==> src/rtl/dmem_arbiter.sv <==
// dmem_arbiter: round-robin two-port sequencer for a single-port, byte-wide
// synchronous data memory. Each transaction occupies the memory for exactly
// one cycle (ACCESS) and returns a one-cycle response pulse (RESP), giving a
// fixed IDLE -> ACCESS -> RESP occupancy of three cycles.
module dmem_arbiter #(
  parameter int N = 16
) (
  input  logic           clk,
  input  logic           rst,
  // port 0 (CPU load/store)
  input  logic           req0_valid,
  output logic           req0_ready,
  input  logic           req0_we,
  input  logic [N-1:0]   req0_addr,
  input  logic [N/2-1:0] req0_wdata,
  output logic           rsp0_valid,
  output logic [N/2-1:0] rsp0_rdata,
  // port 1 (DMA/loader)
  input  logic           req1_valid,
  output logic           req1_ready,
  input  logic           req1_we,
  input  logic [N-1:0]   req1_addr,
  input  logic [N/2-1:0] req1_wdata,
  output logic           rsp1_valid,
  output logic [N/2-1:0] rsp1_rdata,
  // memory side
  output logic           mem_write_en,
  output logic [N-1:0]   mem_addr,
  output logic [N-1:0]   mem_datain,
  input  logic [N/2-1:0] mem_dataout,
  output logic           busy
);

  localparam int D = N / 2;

  typedef enum logic [1:0] {
    IDLE   = 2'd0,
    ACCESS = 2'd1,
    RESP   = 2'd2
  } state_t;

  state_t         state_reg;
  state_t         state_next;

  // Latched transaction, captured only at accept so later input changes
  // cannot disturb an access already in flight.
  logic           we_reg;
  logic [N-1:0]   addr_reg;
  logic [D-1:0]   wdata_reg;
  logic           owner_reg;
  logic           last_grant_reg;

  // Per-port views of the request/response signals so the two ports can be
  // handled by one generate loop.
  logic [1:0]     valid_vec;
  logic [1:0]     we_vec;
  logic [N-1:0]   addr_vec  [2];
  logic [D-1:0]   wdata_vec [2];
  logic [1:0]     ready_vec;
  logic [1:0]     rsp_valid_vec;
  logic [D-1:0]   rdata_reg [2];
  logic [D-1:0]   rdata_out [2];

  logic           grant;
  logic           idle;
  logic           accept;
  logic [D-1:0]   resp_data;

  assign valid_vec    = {req1_valid, req0_valid};
  assign we_vec       = {req1_we, req0_we};
  assign addr_vec[0]  = req0_addr;
  assign addr_vec[1]  = req1_addr;
  assign wdata_vec[0] = req0_wdata;
  assign wdata_vec[1] = req1_wdata;

  assign idle = (state_reg == IDLE);

  // Round-robin pick: under contention the port that did not win last time
  // gets the grant; a lone requester always wins. last_grant resets to 1 so
  // the first contention after reset goes to port 0.
  always_comb begin
    grant = 1'b0;
    if (valid_vec[0] && valid_vec[1]) begin
      grant = ~last_grant_reg;
    end else if (valid_vec[1]) begin
      grant = 1'b1;
    end
  end

  // ready is only ever offered in IDLE and never while reset is held.
  assign accept = idle && !rst && (valid_vec != 2'b00);

  // Next-state logic for the fixed three-cycle transaction sequence.
  always_comb begin
    state_next = state_reg;
    case (state_reg)
      IDLE:    if (valid_vec != 2'b00) state_next = ACCESS;
      ACCESS:  state_next = RESP;
      RESP:    state_next = IDLE;
      default: state_next = IDLE;
    endcase
  end

  // State register; asynchronous reset aborts any transaction in flight.
  always_ff @(posedge clk or posedge rst) begin
    if (rst) begin
      state_reg <= IDLE;
    end else begin
      state_reg <= state_next;
    end
  end

  // Capture the granted request and remember who won for round-robin.
  always_ff @(posedge clk or posedge rst) begin
    if (rst) begin
      we_reg         <= 1'b0;
      addr_reg       <= '0;
      wdata_reg      <= '0;
      owner_reg      <= 1'b0;
      last_grant_reg <= 1'b1;
    end else if (accept) begin
      we_reg         <= we_vec[grant];
      addr_reg       <= addr_vec[grant];
      wdata_reg      <= wdata_vec[grant];
      owner_reg      <= grant;
      last_grant_reg <= grant;
    end
  end

  // Memory drive: address/data simply hold the latched request; the write
  // strobe is decoded from state so it falls the instant reset is asserted.
  assign mem_write_en = (state_reg == ACCESS) && we_reg;
  assign mem_addr     = addr_reg;
  assign mem_datain   = {{(N - D){1'b0}}, wdata_reg};

  // The memory's registered output is valid during RESP; writes ack with 0.
  assign resp_data = we_reg ? '0 : mem_dataout;

  assign busy = !idle;

  genvar gi;
  generate
    for (gi = 0; gi < 2; gi++) begin : g_port
      assign ready_vec[gi]     = accept && (grant == 1'(gi));
      assign rsp_valid_vec[gi] = (state_reg == RESP) && (owner_reg == 1'(gi));

      // Hold the last response byte for this port until its next response.
      always_ff @(posedge clk or posedge rst) begin
        if (rst) begin
          rdata_reg[gi] <= '0;
        end else if (rsp_valid_vec[gi]) begin
          rdata_reg[gi] <= resp_data;
        end
      end

      // During the response cycle the fresh byte is forwarded straight from
      // the memory's output register; otherwise the held copy is shown.
      assign rdata_out[gi] = rsp_valid_vec[gi] ? resp_data : rdata_reg[gi];
    end
  endgenerate

  assign req0_ready = ready_vec[0];
  assign req1_ready = ready_vec[1];
  assign rsp0_valid = rsp_valid_vec[0];
  assign rsp1_valid = rsp_valid_vec[1];
  assign rsp0_rdata = rdata_out[0];
  assign rsp1_rdata = rdata_out[1];

endmodule

==> config.mk <==
export PLATFORM = sky130hd
export DESIGN_NAME = dmem_arbiter
export DESIGN_NICKNAME = d
export VERILOG_FILES = /design/src/rtl/dmem_arbiter.sv
export SDC_FILE = /design/constraint.sdc
export NUM_CORES = 1
export LEC_CHECK = 0
export ABC_AREA = 1
export CAP_MARGIN = 25
export CORE_MARGIN = 5
export CORE_UTILIZATION = 45
export CTS_BUF_LIST = sky130_fd_sc_hd__clkbuf_8
export CTS_CLUSTER_DIAMETER = 30
export DETAILED_ROUTE_END_ITERATION = 16
export GPL_ROUTABILITY_DRIVEN = 0
export PLACE_DENSITY = 0.89
export SLEW_MARGIN = 20
export SYNTH_ARGS = -nofsm -noshare
export SYNTH_HDL_FRONTEND = slang
export SYNTH_SLANG_ARGS = --single-unit
export TNS_END_PERCENT = 30
==> constraint.sdc <==
create_clock -name clk -period 5.2 [get_ports clk]
set_clock_uncertainty 0.1 [all_clocks]
set_input_delay 1.04 -clock clk [delete_from_list [all_inputs] [get_ports clk]]
set_output_delay 1.04 -clock clk [all_outputs]
set_load 0.03 [all_outputs]
# After elaboration in Yosys (flattened, before gate mapping)
# Index checks and enable logic that the tools add are counted.
# W data, S select, Z words.
dict set report word_totals {
  reg_bits 45
  mem_bits_ro 0
  memories 0
  latch_bits 0
  wordCells 44
  ram_bits 0
  out_inout_bits 54
}
dict set report classes {
  order_cmp 2
  mux 15
  div_mod_pow 0
  n_bitwise 4
  n_shift 0
  mul 0
  reduce_logical 12
  n_eq_ne 3
  addsub 0
}
# operator n
set ops {}
lappend ops {{$mux W16} 3}
lappend ops {{$mux W8} 6}
lappend ops {{$logic_and A1 B1 Y1} 8}
lappend ops {{$mux W1} 4}
lappend ops {{$pmux W2 S2} 1}
lappend ops {{$not A1 Y1} 3}
lappend ops {{$eq A2 B1 Y1 const B} 1}
lappend ops {{$eq A2 B2 Y1 const B} 1}
lappend ops {{$ge A2 B2 Y1 const B} 1}
lappend ops {{$logic_not A1 Y1} 2}
lappend ops {{$logic_not A2 Y1} 1}
lappend ops {{$lt A1 B2 Y1 const B} 1}
lappend ops {{$mux W2} 1}
lappend ops {{$ne A2 B1 Y1 const B} 1}
lappend ops {{$not A1 Y2} 1}
lappend ops {{$reduce_bool A2 Y1} 1}

# Logic depth before layout (Yosys ltp)
# Gate-level depths: netlist of run 1.
dict set report logic_depth {
  depth_word 6
  mapped_depth 8
  depth_no_buf 6
}

# Worst setup path before layout of run 1
# OpenSTA, ideal clock, no wires.
dict set report synth_path {
  path_type {input port to output port}
  startpoint {in rst}
  endpoint {out req0_ready}
  t_required_ps 4060
  stages 4
  setup_slack_ps 1137
  t_arrival_ps 2923
  path_cell_list {inv_1 nand3_2 buf_2 a21oi_1}
}
dict set report synth_via {
  elab_chain_cells 4
}
# item line_no
set synth_lines {}
lappend synth_lines {{start, declared} 9} ;# input logic rst,
lappend synth_lines {{$logic_not A1 Y1 (no source line)} --}
lappend synth_lines {{$logic_and A1 B1 Y1 (2 in series)} 91} ;# assign accept = idle && !rst && (valid_vec != 2'b00);
lappend synth_lines {{$logic_and A1 B1 Y1} 144} ;# assign ready_vec[gi] = accept && (grant == 1'(gi));
lappend synth_lines {{end, declared} 12} ;# output logic req0_ready,
# Every way passes these cells.

# Worst setup path after layout of run 1
dict set report layout_path {
  startpoint {in req1_valid}
  endpoint {out req0_ready}
}
dict set report layout_via {
  elab_chain_cells 4
  elab_cells_between_ends 7
  cone_classes {mux: 2; bitwise: 1; reduce/logical: 4}
}
# item line_no
set layout_lines {}
lappend layout_lines {{start, declared} 19} ;# input logic req1_valid,
lappend layout_lines {{$mux W1 / $logic_and A1 B1 Y1 (equally long branches)} {85, 83}}
lappend layout_lines {{$mux W1} 83} ;# if (valid_vec[0] && valid_vec[1]) begin
lappend layout_lines {{$not A1 Y1} 144}
lappend layout_lines {{$logic_and A1 B1 Y1 (*)} 144}
# Mark *: on every way between the ends. The rest lies on a longest branch, timed or not.

==> key figures, run 1 <==
Run status
  – Status: complete, no violations

Clock network
  – CTS Hold Bufs: 0
  – Setup Buffers After CTS: 0
  – Num CTS Buffers: 5
  – Clk_lat worst skew: 0.30 ns
  – TritonCTS clock tree: done
  – Clk slew on worst S/H paths: 0.08 ns
  – Root Driver: clkbuf_8
  – H-tree depth: 2
  – Clock buffer depth: 2
  – Post_cts resized: 0
  – Clock sink count: 45

Power and ir drop
  – Total power per unit cell area: 558.8 nW/um^2
  – Logic gate share of total power: 58.5%
  – Net Sw Frac: 46.37%
  – Worst VDD drop: 265.9 uV
  – Leakage: 1.723 nW
  – Switching power: 0.8954 mW
  – Sequential Power Share: 30.7%
  – Clock power frac: 10.8%
  – P_int: 1.036 mW
  – Overall power: 1.931 mW

Worst setup path
  – CP most frequent cell: clkdlybuf4s50_1
  – WP depth: 6
  – Peak per-stage delay on the critical path: 0.71 ns
  – Worst-path cell chain: clkdlybuf4s50_1, inv_2, nand2_2, nand3_2, a21oi_1, clkdlybuf4s50_1
  – CP endpoint kind: output port
  – CP delay by family, top: buffers and inverters
  – CP Data Required Time: 4.06 ns
  – Max FO, Critical Path: 10
  – CP startpoint kind: input pin
  – Slowest CP cell: clkdlybuf4s50_1
  – Crit path kind: in2out
  – Path depth of the worst reg2reg path: 2
  – Crit path arrival time: 2.82 ns
  – Buffers plus inverters on the worst setup path: 3

Yosys
  – Synth unique cells: 24
  – Compound-gate portion of the synthesized area: 5.043%
  – Main combinational cell family by area after synthesis: simple AND/OR/NAND/NOR gates
  – Simple-Gate Fraction of Synth Area: 36.06%
  – Multiplexer share of the synthesized area: 0%
  – Area contributors post-synth: dfrtp_1 (48%), nand2_1 (23%), nand3_1 (5.4%)
  – Cells after synthesis: 297
  – Mapped Area: 2307 sq um
  – Sequential-to-total area share from yosys stat: 48.86%
  – Synth Area in Adders: 0%
  – Flops & latches, synth: 45
  – Synth top area share: 47.72%
  – Area leader, netlist: dfrtp_1
  – Syn avg cell area: 7.768 sq um
  – Post-synthesis xor/xnor area fraction: 0%
  – Synth warn: 0

Route
  – Avg WL per Cell: 13.26 um
  – DRC: 0
  – DR vias: 2184
  – Detailed Routing Iterations Pass 1: 4
  – WL final: 6261 um
  – Final antenna-violating net count: 0
  – Vias per std cell: 4.627
  – Initial detailed-routing violation count: 91

STA
  – Highest clock rate: 252.6 MHz
  – Fin crit share: 76.12%
  – Worst rel slew slack: 59.70%
  – Worst-margin pin slew: 0.6013 ns
  – RSZ-0062 raised after global routing: false
  – Setup-failing EPs final: 0
  – Tmin final: 3.958 ns
  – Total Negative Setup Slacks: 0 ns
  – Fin. Hold Viols: 0
  – Max-slew violations: 0

Floorplan
  – # rows: 26
  – Core area: 5042 sq um
  – Initial Utilization: 45.76%
  – Die X: 81.61 um
  – Die area: 6659 sq um
  – I/O pins: 116
  – Die height: 81.61 um

Global routing
  – Initial antenna violation count: 0
  – First-pass GRT wire length: 10050 um
  – Gr busiest metal: met2
  – Vias in the first global route: 2151
  – Largest net degree at the start of global routing: 47
  – Met2 usage: 33.71%
  – Met3 global-route usage: 5.702%
  – Met1 usage: 24.14%
  – GRT Total Usage: 19.71%
  – Grt ovf: 0

Layout
  – Fill count: 423
  – Layout cells sized above 1: 8.706%
  – Diodes inserted: 0
  – Commonest cells after routing, fill and taps aside: nand2_1 (143), clkdlybuf4s50_1 (107), dfrtp_1 (44)
  – P&R area growth vs syn: 49.78%
  – Area of the multi-input gates: 978.4 sq um
  – Nets: 463
  – Commonest non-fill, non-tap cell in the layout: nand2_1
  – Sequential Area: 1127 sq um

Hold path
  – Hold path cells: 2
  – Hold Crit Class: reg2reg

Job
  – Max Cap Viol: 0

Placement
  – Detail Placement HPWL: 4540 um
  – Port Buffer Count: 107
[synthesized netlist by cell type, drive strengths merged]
cell	number
dfrtp	44
nand2	150
nand4	7
buf	22
conb	1
nand3	26
inv	19
a21oi	1
o21ai	17
dfstp	1
nor3	2
nor2	7
[layout make-up]
class	count	share of cell area, %
inverter	19	2.064
timing repair buffer	112	32.08
clock inverter	3	0.3983
sequential	45	32.62
clock buffer	5	1.991
tap	70	2.534
multi-input combinational	218	28.31
[power groups by stage]
stage	Combinational (mW)	Clock [mW]	Sequential (mW)
floorplan	0.527	0	0.755
global placement	1.12	0	0.591
detailed placement	1.14	0	0.595
CTS	1.14	0.212	0.594
global route	1.22	0.224	0.616
finish	1.13	0.208	0.593
[tightest hold or removal path, stage by stage (launching register included)]
cell,delay [ns]
dfrtp_1,0.33
nand2_1,0.06
o21ai_2,0.06
[metrics by stage]
stage	utilization (%)	area (sq um)	setup slack, ns	std cells	hold slack, ns
3_3_place_gp	66.90	3373	1.251	464	0.3538
3_5_place_dp	66.90	3373	1.253	464	0.3610
2_1_floorplan	-	2333	1.137	304	0.3605
4_1_cts	68.54	3456	1.249	472	0.3819
6_report	68.54	3456	1.242	472	0.3771
5_1_grt	68.54	3456	1.160	472	0.4041
[cell families after synthesis]
family,Yosys count
buffers and inverters,41
and+or+nand+nor,192
other,1
DFF,45
AOI/OAI and AO/OA,18
[final timing paths]
path                            endpoint  slack, ns         start
min reg2reg                 rdata_reg[4]       0.38  rdata_reg[4]
max reg2reg                rdata_reg[14]       3.69  state_reg[0]
max in group asynchronous   wdata_reg[0]       3.44           rst
min                         rdata_reg[4]       0.38  rdata_reg[4]
max                           req0_ready       1.24    req1_valid
min in group asynchronous  rdata_reg[13]       1.18           rst
[routing by layer]
layer  vias to the layer above  part of all wire [%]  routed length (um)
li1                       1115                     -                   -
met5                         -                     0                   0
met2                        87                    48                3015
met3                         7                   8.1                 507
met4                         0                   1.4                  87
met1                       975                    42                2651
Power figures use the tool's default switching activity.
==> inputs of run 2 (changes only) <==
- CORE_UTILIZATION: 45 -> 41
- PLACE_DENSITY: 0.89 -> 0.82
- clock period: 5.2 -> 3.9 ns (I/O delays scaled with it)
==> run 2 against run 1 <==
  * Routed wire length decreased by 2.0%
  * Global-route usage is 2.8 points lower
  * Combinational power up 33%
  * Sequential cell count did not move
  * Via count rose by 0.55%
  * First-iteration DRC count shrank 25%
  * Die area grew 8.5%
  * Cell count up 0.21%
  * Power increased by 37%
  * Clock power increased by 69%
  * Critical path depth is the same
  * Register-to-register slack worse by 1.5 ns
==> key figures, run 2 (same netlist as run 1, synthesis figures left out) <==
Layout
  – P&R area growth vs syn: 50.81%
  – Finished Cell Area: 3480 sq um
  – Final core occ: 63.58%
  – Diodes inserted: 0
  – Commonest cells after routing, fill and taps aside: nand2_1 (143), clkdlybuf4s50_1 (105), dfrtp_1 (44)
  – Nets: 462
  – Non-Filler Instances: 473
  – Layout cells sized above 1: 8.978%
  – Area of the multi-input gates: 978.4 sq um
  – Fill count: 496
  – Sequential Area: 1127 sq um
  – Commonest non-fill, non-tap cell in the layout: nand2_1

Global routing
  – First-pass GRT wire length: 9998 um
  – Initial antenna violation count: 0
  – GRT Total Usage: 16.91%
  – Largest net degree at the start of global routing: 47
  – Grt ovf: 0
  – Vias in the first global route: 2176

Worst setup path
  – Slowest CP cell: clkdlybuf4s50_1
  – CP Data Required Time: 3.02 ns
  – CP startpoint kind: input pin
  – Path depth of the worst reg2reg path: 7
  – RR Endpoint: wdata_reg[3]
  – CP most frequent cell: clkdlybuf4s50_1
  – Peak per-stage delay on the critical path: 0.71 ns
  – FF-to-FF Start: last_grant_reg
  – Crit path kind: in2out
  – Crit path arrival time: 2.28 ns
  – Flop-to-flop setup slack: 2.14 ns
  – Max FO, Critical Path: 2
  – CP endpoint kind: output port
  – Worst-path cell chain: clkdlybuf4s50_1, inv_1, nor2_1, nand2_1, o21ai_0, clkdlybuf4s50_1

Clock network
  – CTS Hold Bufs: 0
  – Clk_lat worst skew: 0.28 ns
  – Clock buffer depth: 2
  – Post_cts resized: 0
  – Num CTS Buffers: 5
  – H-tree depth: 2
  – Clk slew on worst S/H paths: 0.08 ns
  – TritonCTS clock tree: done
  – Setup Buffers After CTS: 0
  – Clock sink count: 45
  – Root Driver: clkbuf_8

Floorplan
  – Core area: 5473 sq um
  – # rows: 27
  – Die area: 7228 sq um
  – I/O pins: 116
  – Die X: 85.02 um
  – Initial Utilization: 42.16%
  – Die height: 85.02 um

Route
  – Metal2 WL: 3084 um
  – Avg WL per Cell: 12.98 um
  – DRC: 0
  – Metal-1 WL: 2432 um
  – WL final: 6138 um
  – Detailed Routing Iterations Pass 1: 4
  – Met3 Routed Length: 576 um
  – Vias per std cell: 4.643
  – Final antenna-violating net count: 0
  – Initial detailed-routing violation count: 68
  – Highest Signal Layer: met4
  – DR vias: 2196

Hold path
  – Worst Min Path Start: rdata_reg[3]
  – Hold path cells: 2
  – Hold Crit Class: reg2reg
  – Hold EP: rdata_reg[3]

STA
  – Highest clock rate: 316.9 MHz
  – Total Negative Setup Slacks: 0 ns
  – Worst-margin pin slew: 0.5763 ns
  – Tmin final: 3.155 ns
  – Fin. Hold Viols: 0
  – RSZ-0062 raised after global routing: false
  – Max-slew violations: 0
  – Setup-failing EPs final: 0
  – Final setup margin: 0.7449 ns
  – WHS: 0.3774 ns
  – Fin crit share: 80.90%
  – Worst rel slew slack: 61.37%

Power and ir drop
  – Total power per unit cell area: 760.1 nW/um^2
  – Overall power: 2.645 mW
  – Worst VDD drop: 321.6 uV
  – Leakage: 1.736 nW

Placement
  – Detail Placement HPWL: 4634 um
  – Post-Place Setup Slack: 0.7376 ns
  – Dpl cell area: 3363 sq um
  – Port Buffer Count: 107
  – Post-placement cell count: 465

Run status
  – Status: complete, no violations

Job
  – Max Cap Viol: 0
[run 2: power breakdown]
group          internal [mW]  switching (mW)
sequential             0.678           0.112
clock                  0.206           0.146
combinational          0.577           0.925
total                   1.46            1.18
[run 2: how the worst max path moves through the flow]
stage,start,end,depth (start not counted)
global route,state_reg[1],rsp0_rdata[7],5
floorplan,rst,req0_ready,4
global placement,mem_dataout[7],rsp0_rdata[7],6
CTS,mem_dataout[7],rsp0_rdata[7],6
detailed placement,mem_dataout[7],rsp0_rdata[7],6
finish,mem_dataout[7],rsp0_rdata[7],6
[run 2: final cells by class]
type | count | area share, %
Sequential cell | 45 | 32.40
Timing Repair Buffer | 111 | 31.50
Multi-Input combinational cell | 218 | 28.12
Tap cell | 72 | 2.589
Clock buffer | 6 | 2.373
Inverter | 19 | 2.050
Clock inverter | 2 | 0.9709
[run 2: routing by layer]
layer	vias to the layer above	track usage, %
met1	1001	19.62
met2	78	30.16
met5	-	0
met3	6	5.340
li1	1111	-
met4	0	4.173
[run 2: critical path, delay by kind of cell]
family,cells,cell delay (ns)
AND/OR/NAND/NOR,2,0.17
buffers and inverters,3,1.21
AO/OA/AOI/OAI,1,0.12
==> inputs of run 3 (changes only) <==
- clock period: 3.9 -> 3.17 ns (I/O delays scaled with it)
==> run 3 against run 2 <==
  * First-iteration DRC count down 24%
  * Register-to-register slack worse by 0.46 ns
  * Routed wire length down 2.7%
  * Sequential power up 23%
==> key figures, run 3 (same netlist as run 1, synthesis figures left out) <==
STA
  – Final setup margin: 0.1828 ns
  – Worst rel slew slack: 61.97%
  – Fin. Hold Viols: 0
  – Total Negative Setup Slacks: 0 ns
  – Worst-margin pin slew: 0.5674 ns
  – Max-slew violations: 0
  – Highest clock rate: 334.8 MHz
  – Setup-failing EPs final: 0
  – Fin crit share: 94.23%
  – RSZ-0062 raised after global routing: false
  – Tmin final: 2.987 ns

Hold path
  – Hold path cells: 2
  – Worst Min Path Start: rdata_reg[0]
  – Hold EP: rdata_reg[0]
  – Hold Crit Class: reg2reg

Worst setup path
  – FF-to-FF Start: state_reg[0]
  – Flop-to-flop setup slack: 1.68 ns
  – CP most frequent cell: clkdlybuf4s50_1
  – CP Data Required Time: 2.44 ns
  – Path depth of the worst reg2reg path: 2
  – Crit path arrival time: 2.25 ns
  – Max FO, Critical Path: 15
  – Slowest CP cell: clkdlybuf4s50_1
  – Peak per-stage delay on the critical path: 0.68 ns
  – Buffers plus inverters on the worst setup path: 3
  – Crit path kind: in2out
  – CP delay by family, top: buffers and inverters
  – CP startpoint kind: input pin
  – Worst-path cell chain: clkdlybuf4s50_1, buf_4, nand2_2, nor2_1, clkdlybuf4s50_1
  – CP endpoint kind: output port
  – RR Endpoint: rdata_reg[14]

Layout
  – Layout cells sized above 1: 8.663%
  – Finished Cell Area: 3475 sq um
  – Fill count: 509
  – Nets: 465
  – Diodes inserted: 0
  – Commonest cells after routing, fill and taps aside: nand2_1 (143), clkdlybuf4s50_1 (107), dfrtp_1 (44)
  – Non-Filler Instances: 476
  – P&R area growth vs syn: 50.60%
  – Final core occ: 63.49%
  – Commonest non-fill, non-tap cell in the layout: nand2_1

Power and ir drop
  – Logic gate share of total power: 58.9%
  – Net Sw Frac: 45.92%
  – Clock power frac: 10.3%
  – Worst VDD drop: 399.2 uV
  – Total power per unit cell area: 905.5 nW/um^2
  – P_int: 1.701 mW
  – Leakage: 1.731 nW
  – Switching power: 1.445 mW
  – Sequential Power Share: 30.9%

Floorplan
  – Die X: 85.02 um
  – Die height: 85.02 um
  – Initial Utilization: 42.16%
  – I/O pins: 116
  – # rows: 27
  – Core area: 5473 sq um
  – Die area: 7228 sq um

Route
  – Detailed Routing Iterations Pass 1: 4
  – Vias per std cell: 4.553
  – WL final: 5974 um
  – Avg WL per Cell: 12.55 um
  – DRC: 0
  – Initial detailed-routing violation count: 52
  – DR vias: 2167
  – Final antenna-violating net count: 0

Clock network
  – Num CTS Buffers: 5
  – Post_cts resized: 0
  – Setup Buffers After CTS: 0
  – TritonCTS clock tree: done
  – Clk_lat worst skew: 0.29 ns
  – Root Driver: clkbuf_8
  – Clk slew on worst S/H paths: 0.07 ns
  – Clock sink count: 45
  – CTS Hold Bufs: 0
  – H-tree depth: 2
  – Clock buffer depth: 2

Global routing
  – Grt ovf: 0
  – First-pass GRT wire length: 9873 um
  – Vias in the first global route: 2153
  – GRT Total Usage: 16.83%
  – Initial antenna violation count: 0
  – Largest net degree at the start of global routing: 47

Run status
  – Status: complete, no violations

Placement
  – Post-placement cell count: 468
  – Port Buffer Count: 107
  – Post-Place Setup Slack: 0.1787 ns
  – Dpl cell area: 3395 sq um
  – Detail Placement HPWL: 4606 um

Job
  – Max Cap Viol: 0
-- run 3: power by group through the flow --
stage	sequential [mW]	clock [mW]	combinational [mW]
after floorplan	1.24	0	0.864
after global placement	0.970	0	1.85
after detailed placement	0.978	0	1.88
after CTS	0.972	0.335	1.88
after global routing	1.00	0.362	2.00
final	0.971	0.323	1.85
-- run 3: how the worst max path moves through the flow --
| stage | start | end | slack [ns] | cells past startpoint |
|---|---|---|---|---|
| 2_1_floorplan | rst | req0_ready | 0.45 | 4 |
| 3_3_place_gp | req1_valid | req1_ready | 0.19 | 5 |
| 3_5_place_dp | req1_valid | req1_ready | 0.18 | 5 |
| 4_1_cts | state_reg[0] | rsp0_rdata[7] | 0.18 | 4 |
| 5_1_grt | state_reg[1] | rsp0_rdata[7] | 0.05 | 5 |
| 6_report | req1_valid | req1_ready | 0.18 | 5 |
-- run 3: final cells by class --
class | instances | area (sq um) | area share, %
inverters | 19 | 75.07 | 2.161
well taps | 72 | 90.09 | 2.593
multi-input cells | 218 | 978.4 | 28.16
repair buffers | 114 | 1124 | 32.34
clock inverters | 3 | 11.26 | 0.3241
flip-flops and latches | 45 | 1127 | 32.45
clock buffers | 5 | 68.82 | 1.981
-- run 3: metal layers --
| metal | track usage (%) | vias up | part of all wire (%) |
|---|---|---|---|
| li1 | - | 1121 | - |
| met1 | 19.33 | 967 | 40 |
| met2 | 29.10 | 73 | 49 |
| met3 | 6.117 | 6 | 9.7 |
| met4 | 5.324 | 0 | 1.1 |
| met5 | 0 | - | 0 |
-- run 3: through the flow --
step                power (mW)  hold WS, ns
floorplan                2.103       0.3605
global placement         2.818       0.3538
detailed placement       2.854       0.3593
CTS                      3.187       0.3775
global route             3.360       0.3897
finish                   3.146       0.3728
-- run 3: worst min-delay path, delay by kind of cell (launching register included) --
| kind | cells | cell delay, ns |
|---|---|---|
| flip-flops | 1 | 0.32 |
| AND/OR/NAND/NOR | 1 | 0.06 |
| AO/OA/AOI/OAI | 1 | 0.06 |
